## config.mk

```make
export PLATFORM = sky130hd
export DESIGN_NAME = fetch_unit
export DESIGN_NICKNAME = d
export VERILOG_FILES = /design/src/rtl/cpu_pkg.sv /design/src/rtl/pc_counter.sv /design/src/rtl/fetch_unit.sv
export SDC_FILE = /design/constraint.sdc
export NUM_CORES = 1
export LEC_CHECK = 0
export CAP_MARGIN = 20
export CORE_MARGIN = 1
export CORE_UTILIZATION = 46
export DETAILED_ROUTE_END_ITERATION = 7
export GPL_TIMING_DRIVEN = 0
export PLACE_DENSITY = 0.81
export SLEW_MARGIN = 0
export SYNTH_ARGS = -nofsm -noshare
export SYNTH_HDL_FRONTEND = slang
export SYNTH_SLANG_ARGS = --single-unit
```

## constraint.sdc

```tcl
create_clock -name clk -period 3.62 [get_ports clk]
set_input_delay 0.905 -clock clk [delete_from_list [all_inputs] [get_ports clk]]
set_output_delay 0.905 -clock clk [all_outputs]
set_load 0.05 [all_outputs]
```

## src/rtl/cpu_pkg.sv

```systemverilog
// Shared constants and state encoding for the instruction-fetch front end.
package cpu_pkg;
    localparam int              ADDR_W   = 10;
    localparam logic [ADDR_W-1:0] RESET_PC = 10'h000;
    localparam logic [ADDR_W-1:0] HALT_OP  = 10'h3FF;

    typedef enum logic [1:0] {
        IDLE = 2'd0,
        REQ  = 2'd1,
        HOLD = 2'd2,
        HALT = 2'd3
    } fetch_state_t;
endpackage

```

## src/rtl/pc_counter.sv

```systemverilog
// Program counter: branch load wins over increment; increment wraps at 2^ADDR_W.
import cpu_pkg::*;

module pc_counter (
    input  logic              clk,
    input  logic              rst,
    input  logic              load_i,
    input  logic [ADDR_W-1:0] load_val_i,
    input  logic              inc_i,
    output logic [ADDR_W-1:0] pc_o
);
    logic [ADDR_W-1:0] pc_q, pc_d;

    always_comb begin
        pc_d = pc_q;
        if (load_i)
            pc_d = load_val_i;
        else if (inc_i)
            pc_d = pc_q + 1'b1;
    end

    always_ff @(posedge clk) begin
        if (rst)
            pc_q <= RESET_PC;
        else
            pc_q <= pc_d;
    end

    assign pc_o = pc_q;
endmodule

```

## src/rtl/fetch_unit.sv

```systemverilog
// Single-outstanding instruction fetch sequencer feeding the opcode register
// through a valid/ready hold stage; branches squash, HALT_OP stops for good.
import cpu_pkg::*;

module fetch_unit (
    input  logic              clk,
    input  logic              rst,
    input  logic              start,
    output logic              mem_req,
    output logic [ADDR_W-1:0] mem_addr,
    input  logic              mem_ack,
    input  logic [ADDR_W-1:0] mem_rdata,
    output logic              ir_valid,
    output logic [ADDR_W-1:0] ir_out,
    output logic [ADDR_W-1:0] ir_pc,
    input  logic              ir_ready,
    input  logic              branch_en,
    input  logic [ADDR_W-1:0] branch_target,
    output logic              halted
);
    fetch_state_t      state_q;
    logic              mem_req_q, ir_valid_q, halted_q;
    logic [ADDR_W-1:0] ir_out_q, ir_pc_q;
    logic [ADDR_W-1:0] pc;
    logic              pc_load, pc_inc;

    // A branch is honoured everywhere except HALT; an ack only advances the
    // PC when it is not being overridden by a branch the same cycle.
    assign pc_load = branch_en && (state_q != HALT);
    assign pc_inc  = (state_q == REQ) && mem_ack && !branch_en;

    pc_counter u_pc (
        .clk        (clk),
        .rst        (rst),
        .load_i     (pc_load),
        .load_val_i (branch_target),
        .inc_i      (pc_inc),
        .pc_o       (pc)
    );

    always_ff @(posedge clk) begin
        if (rst) begin
            state_q    <= IDLE;
            mem_req_q  <= 1'b0;
            ir_valid_q <= 1'b0;
            ir_out_q   <= '0;
            ir_pc_q    <= '0;
            halted_q   <= 1'b0;
        end else begin
            case (state_q)
                IDLE: begin
                    if (start) begin
                        state_q   <= REQ;
                        mem_req_q <= 1'b1;
                    end
                end
                REQ: begin
                    if (branch_en) begin
                        state_q <= REQ;
                    end else if (mem_ack) begin
                        state_q    <= HOLD;
                        mem_req_q  <= 1'b0;
                        ir_valid_q <= 1'b1;
                        ir_out_q   <= mem_rdata;
                        ir_pc_q    <= pc;
                    end
                end
                HOLD: begin
                    // Squash beats consume, so a squashed HALT_OP never halts.
                    if (branch_en) begin
                        state_q    <= REQ;
                        mem_req_q  <= 1'b1;
                        ir_valid_q <= 1'b0;
                    end else if (ir_ready) begin
                        ir_valid_q <= 1'b0;
                        if (ir_out_q == HALT_OP) begin
                            state_q  <= HALT;
                            halted_q <= 1'b1;
                        end else begin
                            state_q   <= REQ;
                            mem_req_q <= 1'b1;
                        end
                    end
                end
                HALT: begin
                    state_q <= HALT;
                end
                default: begin
                    state_q <= IDLE;
                end
            endcase
        end
    end

    assign mem_req  = mem_req_q;
    assign mem_addr = pc;
    assign ir_valid = ir_valid_q;
    assign ir_out   = ir_out_q;
    assign ir_pc    = ir_pc_q;
    assign halted   = halted_q;
endmodule

```

==> out/metrics.cfg <==
[cells_and_area]
diodes=0
synthToLayoutAreaGrowth_pct=44.5
final_cell_mix=clkdlybuf4s50_1, nand2_1, dfxtp_1
layout.cells.most_common=clkdlybuf4s50_1
layout-drive-gt1-share_pct=7.84
nets=282

[synthesis]
synth_largest_area_cell=dfxtp_1
synth_area_per_cell_um2=8.02
synth_flop_cell=dfxtp_1
ys_ff_latch=35
synth_edf_count=0
netlist_instances=191
synth_nets=218
ys_seq_area_share_pct=45.8
synth_area_mm2=0.00153
netlist.area_leader.share_pct=45.8
synth_warnings=0
synth-async-reset-ratio_pct=0
synth.area.top_cells=dfxtp_1, nand2_1, a21oi_1, nor2_1, o21ai_0
ys_types=41

[cts]
htree_levels=2
clock_latency_ns=0.34
cts_resized=0
post_cts_buffers=0
cts-root-buf=clkbuf_4
cts_buffers=5
cts.sinks=35
clockBufferDepth=2
cts_tree=done
clkTransAtPathRegs_ns=0.10
ctsHoldBuffers=0

[job]
max-cap-violations=0

[die]
core_region_area_mm2=0.00310
io_pins=59
die_x_um=59.7
initial_core_util_pct=49.4
die_h_um=59.7
num_rows=20
fp.dieArea_mm2=0.00356

[timing]
layout_min_cycle_time_ns=2.59
fin_skew_ns=0.00483
finalMaxSlewViolations=0
finalCritPeriodShare_pct=71.5
rsz0062_at_grt=no
worst_slew_pin_slew_ns=0.571
setup_viol=0
tns_ns=0
finalHoldViolations=0
fmax_mhz=386
slew_headroom_pct=61.8

[detailed_routing]
wl_mm=3.95
num_vias=1570
firstDrtPassIters=4
drc=0
wl_per_cell_um=13.2
drtIter0Drc=90
vias_per_cell=5.25
postRouteAntennaNets=0

[min_path]
min_path_type=flip-flop to flip-flop

[placed_design]
place_hpwl_mm=2.84
port_buffers=57
routabilityCongestion=0.836

[power_and_ir_drop]
max-vdd-ir-drop_mv=0.232
leakagePower_uw=0.000769
cellPowerDensity_mw_per_mm2=368
power_uw=814

[critical_path]
crit_required_ns=2.71
path_cells=clkdlybuf4s50_1
critPathLaunchType=flip-flop
crit_slowest_cell=clkdlybuf4s50_1
critPathTopFamily=buffers and inverters
crit_buf_inv=1
critPathMaxFanout=8
end_kind=primary output
slowest_delay_ns=0.86
arrival_ns=1.68
critPathKind=flip-flop to primary output

[global_route]
grt_pass1_wl_mm=6.31
grt_max_degree=11
grt_overflow=0
grt_pass1_vias=1414
antenna_found_initial=0
track_usage_pct=23.9

[outcome]
outcome=finished, final reports clean

-- cell type report --
type	count	area, um2
clock inverter	1	5.00
timing repair buffer	57	571
inverter	3	11.3
sequential	35	701
tap	44	55.1
multi-input combinational	140	759
buffer	13	60.1
clock buffer	6	51.3
fill	276	890
-- per-stage QoR --
stage	hold slack, ns	instances	setup slack (ns)	cell area, um2	util (%)
2_1_floorplan	0.563	191	1.70	1530	-
3_3_place_gp	0.442	292	0.997	2160	69.5
3_5_place_dp	0.445	292	0.949	2160	69.5
4_1_cts	0.460	299	1.03	2210	71.3
5_1_grt	0.486	299	0.970	2210	71.3
6_report	0.461	299	1.03	2210	71.3
-- cell usage after synthesis (all sizes together) (2+ instances only) --
library cell  number
nand2             50
dfxtp             35
a21oi             27
nor2              11
buf                7
o21ai              7
clkbuf             6
a211oi             4
nand3              4
nor4               4
inv                3
nand4              3
a311oi             2
a31oi              2
and3               2
nand4bb            2
nor3               2
xnor2              2
-- per-layer routing --
metal | GRT usage, % | up-vias | part of all wire [%]
li1 | - | 791 | -
met3 | 8.44 | 4 | 7.4
met4 | 8.64 | 0 | 0.61
met2 | 37.9 | 61 | 48
met5 | 0 | - | 0
met1 | 29.9 | 714 | 44
-- registers in the layout (all words and copies together) (netlist names) --
signal and cells:
ir_out 10, ir_pc 10, u_pc.pc_o 10, state_q 2, halted 1, ir_valid 1
mem_req 1
-- cells by family (layout without fill, tap and decap cells) --
logic type                 Yosys count  count (layout)  synth area share, %
buffers and inverters               16              80                 4.66
AOI/OAI and AO/OA                   49              49                 19.4
xor gates and xnor gates             3               3                 1.72
and+or+nand+nor                     87              87                 27.7
DFF                                 35              35                 45.8
adders and majority gates            1               1                0.817
-- where the power goes --
part	total [uW]	switching (uW)	internal (uW)	leakage, uW
Clock	216	126	89.9	0.0000341
Sequential	420	18.3	402	0.000286
Combinational	178	104	73.5	0.000449
-- worst paths after layout --
kind	from	endpoint	slack, ns	cells after the start
setup / recovery	u_pc.pc_o[5]$_SDFFE_PP0P_	mem_addr[5]	1.03	1
hold / removal	mem_req$_SDFFE_PP0P_	mem_req$_SDFFE_PP0P_	0.46	2
setup reg to reg	state_q[0]$_SDFFE_PP0P_	u_pc.pc_o[6]$_SDFFE_PP0P_	1.99	5
hold reg to reg	mem_req$_SDFFE_PP0P_	mem_req$_SDFFE_PP0P_	0.46	2
No activity file was read; power rests on OpenSTA's default activity.
